--- src/rtl/cpu_controller.sv ---
// cpu_controller: multicycle Moore control unit for the 8-bit accumulator CPU.
// Sequences fetch, memory access, ALU, write-back and jump cycles, one
// instruction at a time, and drives every datapath enable and mux select.
// Optional feature macro: CPU_COND_BRANCH_EN. When it is defined, BZ/BC take
// the jump on zFlag/cFlag. When it is undefined, BZ/BC execute as 3-cycle NOPs.
module cpu_controller (
    input  logic       clk,
    input  logic       rst,
    input  logic [2:0] opcode,
    input  logic       subOp,
    input  logic       zFlag,
    input  logic       cFlag,
    output logic       pcEn,
    output logic       mr,
    output logic       mw,
    output logic       wordRegEn,
    output logic       LSEn,
    output logic       RSEn,
    output logic       DIEn,
    output logic       enb,
    output logic       dataRegEn,
    output logic       resultRegEn,
    output logic       CEn,
    output logic       ZEn,
    output logic       NEn,
    output logic       selAddress,
    output logic       pcSrc,
    output logic [1:0] selData,
    output logic [1:0] selAddressAC,
    output logic       selALUsrc,
    output logic [1:0] aluOp,
    output logic       instrDone,
    output logic       halted
);

    typedef enum logic [3:0] {
        FETCH1, FETCH2, MEMRD, ALU, RDAC, WBW, WBR, WBD, MEMWR, JUMP, HALT
    } state_t;

    typedef enum logic [2:0] {
        OP_LDA = 3'b000, OP_STA = 3'b001, OP_ADD = 3'b010, OP_AND = 3'b011,
        OP_JMP = 3'b100, OP_BZ  = 3'b101, OP_BC  = 3'b110, OP_SYS = 3'b111
    } op_t;

    state_t     state_q, state_d;
    logic [2:0] op_q, op_d;
    logic       sub_q, sub_d;
    logic       take_jump;

`ifdef CPU_COND_BRANCH_EN
    // Conditional branches test the flags written by the previous ALU cycle
    always_comb begin
        take_jump = 1'b0;
        case (op_q)
            OP_JMP:  take_jump = 1'b1;
            OP_BZ:   take_jump = zFlag;
            OP_BC:   take_jump = cFlag;
            default: take_jump = 1'b0;
        endcase
    end
`else
    logic unused_flags;
    assign unused_flags = zFlag ^ cFlag;

    // Only unconditional JMP loads the PC; BZ/BC fall through
    always_comb begin
        take_jump = (op_q == OP_JMP);
    end
`endif

    // State and latched-opcode registers with synchronous reset
    always_ff @(posedge clk) begin
        if (rst) begin
            state_q <= FETCH1;
            op_q    <= '0;
            sub_q   <= 1'b0;
        end else begin
            state_q <= state_d;
            op_q    <= op_d;
            sub_q   <= sub_d;
        end
    end

    // Next-state logic; the opcode is captured only when leaving FETCH1
    always_comb begin
        state_d = state_q;
        op_d    = op_q;
        sub_d   = sub_q;
        case (state_q)
            FETCH1: begin
                op_d  = opcode;
                sub_d = subOp;
                if (opcode != OP_SYS) state_d = FETCH2;
                else if (!subOp)      state_d = RDAC;
                else                  state_d = HALT;
            end
            FETCH2: begin
                case (op_q)
                    OP_LDA, OP_ADD, OP_AND: state_d = MEMRD;
                    OP_STA:                 state_d = RDAC;
                    OP_JMP, OP_BZ, OP_BC:   state_d = JUMP;
                    default:                state_d = FETCH1;
                endcase
            end
            MEMRD:   state_d = (op_q == OP_LDA) ? WBW : ALU;
            ALU:     state_d = WBR;
            RDAC:    state_d = (op_q == OP_SYS && !sub_q) ? WBD : MEMWR;
            WBW, WBR, WBD, MEMWR, JUMP: state_d = FETCH1;
            HALT:    state_d = HALT;
            default: state_d = FETCH1;
        endcase
    end

    // Moore output decode from state and latched opcode; all outputs low in reset
    always_comb begin
        pcEn         = 1'b0;
        mr           = 1'b0;
        mw           = 1'b0;
        wordRegEn    = 1'b0;
        LSEn         = 1'b0;
        RSEn         = 1'b0;
        DIEn         = 1'b0;
        enb          = 1'b0;
        dataRegEn    = 1'b0;
        resultRegEn  = 1'b0;
        CEn          = 1'b0;
        ZEn          = 1'b0;
        NEn          = 1'b0;
        selAddress   = 1'b0;
        pcSrc        = 1'b0;
        selData      = 2'd0;
        selAddressAC = 2'd0;
        selALUsrc    = 1'b0;
        aluOp        = 2'b00;
        instrDone    = 1'b0;
        halted       = 1'b0;
        if (!rst) begin
            case (state_q)
                FETCH1: begin
                    mr   = 1'b1;
                    LSEn = 1'b1;
                    pcEn = 1'b1;
                end
                FETCH2: begin
                    mr   = 1'b1;
                    RSEn = 1'b1;
                    DIEn = 1'b1;
                    pcEn = 1'b1;
                end
                MEMRD: begin
                    selAddress = 1'b1;
                    mr         = 1'b1;
                    wordRegEn  = 1'b1;
                end
                ALU: begin
                    resultRegEn = 1'b1;
                    ZEn         = 1'b1;
                    NEn         = 1'b1;
                    CEn         = (op_q == OP_ADD);
                    aluOp       = (op_q == OP_AND) ? 2'b01 : 2'b00;
                end
                RDAC: begin
                    dataRegEn    = 1'b1;
                    selAddressAC = (op_q == OP_SYS) ? 2'd2 : 2'd0;
                end
                WBW: begin
                    enb       = 1'b1;
                    instrDone = 1'b1;
                end
                WBR: begin
                    enb       = 1'b1;
                    selData   = 2'd1;
                    instrDone = 1'b1;
                end
                WBD: begin
                    enb          = 1'b1;
                    selData      = 2'd2;
                    selAddressAC = 2'd1;
                    instrDone    = 1'b1;
                end
                MEMWR: begin
                    selAddress = 1'b1;
                    mw         = 1'b1;
                    instrDone  = 1'b1;
                end
                JUMP: begin
                    pcSrc     = 1'b1;
                    pcEn      = take_jump;
                    instrDone = 1'b1;
                end
                HALT:    halted = 1'b1;
                default: ;
            endcase
        end
    end

endmodule

--- config.mk ---
export PLATFORM = sky130hd
export DESIGN_NAME = cpu_controller
export DESIGN_NICKNAME = d
export VERILOG_FILES = /design/src/rtl/cpu_controller.sv
export SDC_FILE = /design/constraint.sdc
export NUM_CORES = 1
export LEC_CHECK = 0
export ABC_AREA = 1
export BUFFER_PORTS_ARGS = -buffer_cell sky130_fd_sc_hd__buf_2
export CELL_PAD_IN_SITES_DETAIL_PLACEMENT = 1
export CELL_PAD_IN_SITES_GLOBAL_PLACEMENT = 1
export CORE_MARGIN = 2
export CORE_UTILIZATION = 30
export DETAILED_ROUTE_END_ITERATION = 10
export MAX_ROUTING_LAYER = met4
export PLACE_DENSITY_LB_ADDON = 0.1
export SKIP_LAST_GASP = 1
export SYNTH_ARGS = -nofsm -noshare
export SYNTH_HDL_FRONTEND = slang
export SYNTH_SLANG_ARGS = --single-unit
--- constraint.sdc ---
create_clock -name clk -period 1.6 [get_ports clk]
set_clock_uncertainty 0.2 [all_clocks]
set_input_delay 0.16 -clock clk [delete_from_list [all_inputs] [get_ports clk]]
set_output_delay 0.16 -clock clk [all_outputs]
set_load 0.1 [all_outputs]
==> metrics.txt, run 1 <==
status=stopped before the end; Halt Stage=clock tree synthesis; Err=[ERROR DPL-0033] detailed placement checks failed during check placement.; number of flops mapped to enable cells by yosys=0; Die Y=52.7 um; Bufs on Longest Clock Path=2; Post-CTS Resized=25; Core Rows=17; top_reg_cell synth=dfxtp_1; Final GP Congestion=0.804; Mapped Avg Cell Area=6.19 um^2; Die W=52.7 um; Async S/R FF share, synth=0; DP HPWL=2440 um; Gate Count Post-Synth=115; cts hold-fix bufs=4; # IOs=32; Yosys reg bits=8; CTS buffer count=3; Synth area leader=dfxtp_1; Synth top area share=0.225; commonest cells in the netlist=nor2_1, nand2_1, inv_1; Initial Util=0.319; postcts setup bufs=10; Post-Syn Area=712 um^2; Synth cell types=26; CTS root buf=clkbuf_4; top cells by area, synth=dfxtp_1, nor2_1, nand2_1; most frequent cell after synthesis=nor2_1; Ys Warns=0; Port-buffer cells=27; Sink Count=8; Post-DP Area=1440 um^2; # H-tree levels=1; sequential fraction of the synthesis area=0.225
==> cell families after synthesis <==
group	Yosys count	share of synthesized area
flops	8	0.225
simple gates	70	0.504
other cells	1	0.00527
buf+inv	23	0.153
compound gates	13	0.112
==> through the flow <==
step,cells,setup slack [ps]
floorplan,116,-572
global placement,177,39.8
detailed placement,177,-49.3
==> run 2: changes to the inputs <==
==> config.mk (replaced) <==
export PLATFORM = sky130hd
export DESIGN_NAME = cpu_controller
export DESIGN_NICKNAME = d
export VERILOG_FILES = /design/src/rtl/cpu_controller.sv
export SDC_FILE = /design/constraint.sdc
export NUM_CORES = 1
export LEC_CHECK = 0
export ABC_AREA = 1
export BUFFER_PORTS_ARGS = -buffer_cell sky130_fd_sc_hd__buf_2
export CORE_AREA = 2 2 63 65
export DETAILED_ROUTE_END_ITERATION = 10
export DIE_AREA = 0 0 65 67
export PLACE_DENSITY_LB_ADDON = 0.15
export SKIP_LAST_GASP = 1
export SYNTH_ARGS = -nofsm -noshare
export SYNTH_HDL_FRONTEND = slang
export SYNTH_SLANG_ARGS = --single-unit
==> run 2 against run 1 <==
The flow now finishes, with violations (setup timing). Synthesized cell count stayed put. Area after synthesis is the same.
==> metrics.txt, run 2 <==
max-slew violation count=0; Mapped Avg Cell Area=6.19 um^2 (unchanged); # H-tree levels=1 (unchanged); Async S/R FF share, synth=0 (unchanged); top_reg_cell synth=dfxtp_1 (unchanged); crit path DAT=1420 ps; P&R area growth vs syn=134%; Final WS setup=-185 ps; Final min period=1780 ps; Largest regs=state_q (4), op_q (3), sub_q (1); Final ANT Viol Nets=0; total power=3.31 mW; Post-DP Area=1490 um^2 (was 1440 um^2); max FFs per register=4; DP HPWL=1790 um (was 2440 um); Critical Path RT=1240 ps; GR Layer Usage met3=0.0186; Die Y=67 um (was 52.7 um); Layout Cells excl Fill=214; met2 global-route usage=0.197; clk_lat worst skew=240 ps; fin crit share=1.12; most frequent cell after synthesis=nor2_1 (unchanged); hold slack=0.926 ps; Yosys reg bits=8 (unchanged); Port-buffer cells=27 (unchanged); Initial Util=0.197 (was 0.319); WL/cell=10.3 um; initial antenna violation count=0; final wirelength=2210 um; kind of critical path=flip-flop to primary output; Clock transition at path regs=40 ps; failing checks=setup timing; LEAKAGE=0.707 nW; status=finished with violations (was stopped before the end); via count=862; fillers=348; power per standard cell area=1990 nW/um^2; # IOs=32 (unchanged); worst path bufs/invs=2; total negative slack=-1740 ps; DR pass1 iterations=4; Synth top area share=0.225 (unchanged); most frequent cells in the layout=buf_12, buf_4, nor2_1; Bufs on Longest Clock Path=2 (unchanged); DRC Markers=0; Core Region=3610 um^2; Total GRT Usage=0.112; Max IR drop VDD=0.000930 V; flip-flop and latch area=171 um^2; highest clock rate=560 MHz; most frequent CP cell=nand2_4; post-route cell area=1670 um^2; CP delay by family, top=simple AND/OR/NAND/NOR gates; # diodes=0; Gate Count Post-Synth=115 (unchanged); Ys Warns=0 (unchanged); worst slack at placement=26.9 ps (was -49.3 ps); routed vias/inst=4.03; commonest non-fill, non-tap cell in the layout=buf_12; Synth area leader=dfxtp_1 (unchanged); share of cells above drive strength 1=0.639; commonest cells in the netlist=nor2_1, nand2_1, inv_1 (unchanged); global-route met1 utilization=0.128; critical path peak fanout=4; Final GP Congestion=0.823 (was 0.804); number of flops mapped to enable cells by yosys=0 (unchanged); fin util=0.463; Die Area=4360 um^2; area of the multi-input gates=638 um^2; crit path capture type=primary output; final net count=175; crit-path max cell delay=330 ps; Synth cell types=26 (unchanged); final setup fails=22; Final Hold Fails=0; sequential fraction of the synthesis area=0.225 (unchanged); Die W=65 um (was 52.7 um); CP Launch Type=flip-flop; total congestion overflow=0; RSZ-0062 raised after global routing=true; CTS root buf=clkbuf_8 (was clkbuf_4); crit-path cells=inv_2, nand2_4, nor2_4, nand2_4, nor4_4, buf_12; Hold WC Path Type=input port to flip-flop; DRC marker count from the first detailed-route iteration=16; cell with the biggest individual delay on the critical path=dfxtp_2; number of global-route vias before repair=820; top cells by area, synth=dfxtp_1, nor2_1, nand2_1 (unchanged); pin count of the biggest net entering global routing=9; Post-Syn Area=712 um^2 (unchanged); CTS tree=yes; maxcap violations=0; CTS buffer count=3 (unchanged); Core Rows=22 (was 17); Largest Register=state_q; placed cells=200 (was 177); Sink Count=8 (unchanged); first-pass GRT wire length=3740 um; busiest layer in global routing=met2
==> run 2: cell counts after synthesis <==
No cell type changed its count.
==> run 2: report_power, final <==
group	switching (mW)	leakage [nW]	internal [mW]
logic	1.58	0.615	1.02
clock network	0.0913	0.0228	0.174
registers	0.136	0.0686	0.314
total	1.81	0.707	1.51
==> run 2: worst paths after layout <==
kind	start	endpoint	slack, ps	cells after the start
worst max-delay path	state_q[3]$_SDFF_PP0_	CEn	-180	6
worst min-delay path	opcode[2]	op_q[2]$_SDFFE_PP0P_	0.9	3
worst max register to register	state_q[1]$_SDFF_PP0_	state_q[3]$_SDFF_PP0_	170	9
worst min register to register	sub_q$_SDFFE_PP0P_	sub_q$_SDFFE_PP0P_	330	2
==> run 2: metal layers <==
layer  up-vias  wire (um)
met4         0         51
met5         -          0
met3         5         81
met1       382        967
met2        18       1110
li1        457          -
==> run 2: logic make-up (layout without fill, tap and decap cells) <==
logic type	Yosys count	count (layout)	share of synthesized area
buffers and inverters	23	73	0.153
and+or+nand+nor	70	70	0.504
other	1	2	0.00527
AOI/OAI and AO/OA	13	13	0.112
DFF	8	8	0.225
==> run 2: what timing repair did <==
item / 4_1_cts / 5_1_grt
endpoints found under the setup margin: 21 / 22
hold endpoints to repair: 1 / 0
hold buffers: 1 / 0
buffers inserted: 5 / 4
pin swaps: 3 / 2
gates resized for setup: 8 / 7
==> run 2: worst reg2reg max path, cell delays in order (launching register included) <==
cell and delay [ps]:
dfxtp_4 360, inv_2 100, nand2_4 70, buf_12 130, nor2_8 110, buf_4 150, nand2_2 60, nand2_1 70
nor2_1 40, nor2_1 70
==> run 2: layout make-up <==
| type | instances | share of cell area |
|---|---|---|
| clock buffer | 4 | 0.0270 |
| inverter | 16 | 0.0427 |
| multi-input combinational | 85 | 0.382 |
| sequential | 8 | 0.103 |
| tap | 48 | 0.0360 |
| timing repair buffer | 53 | 0.409 |
Note: power is estimated with default switching activity, not from simulation.
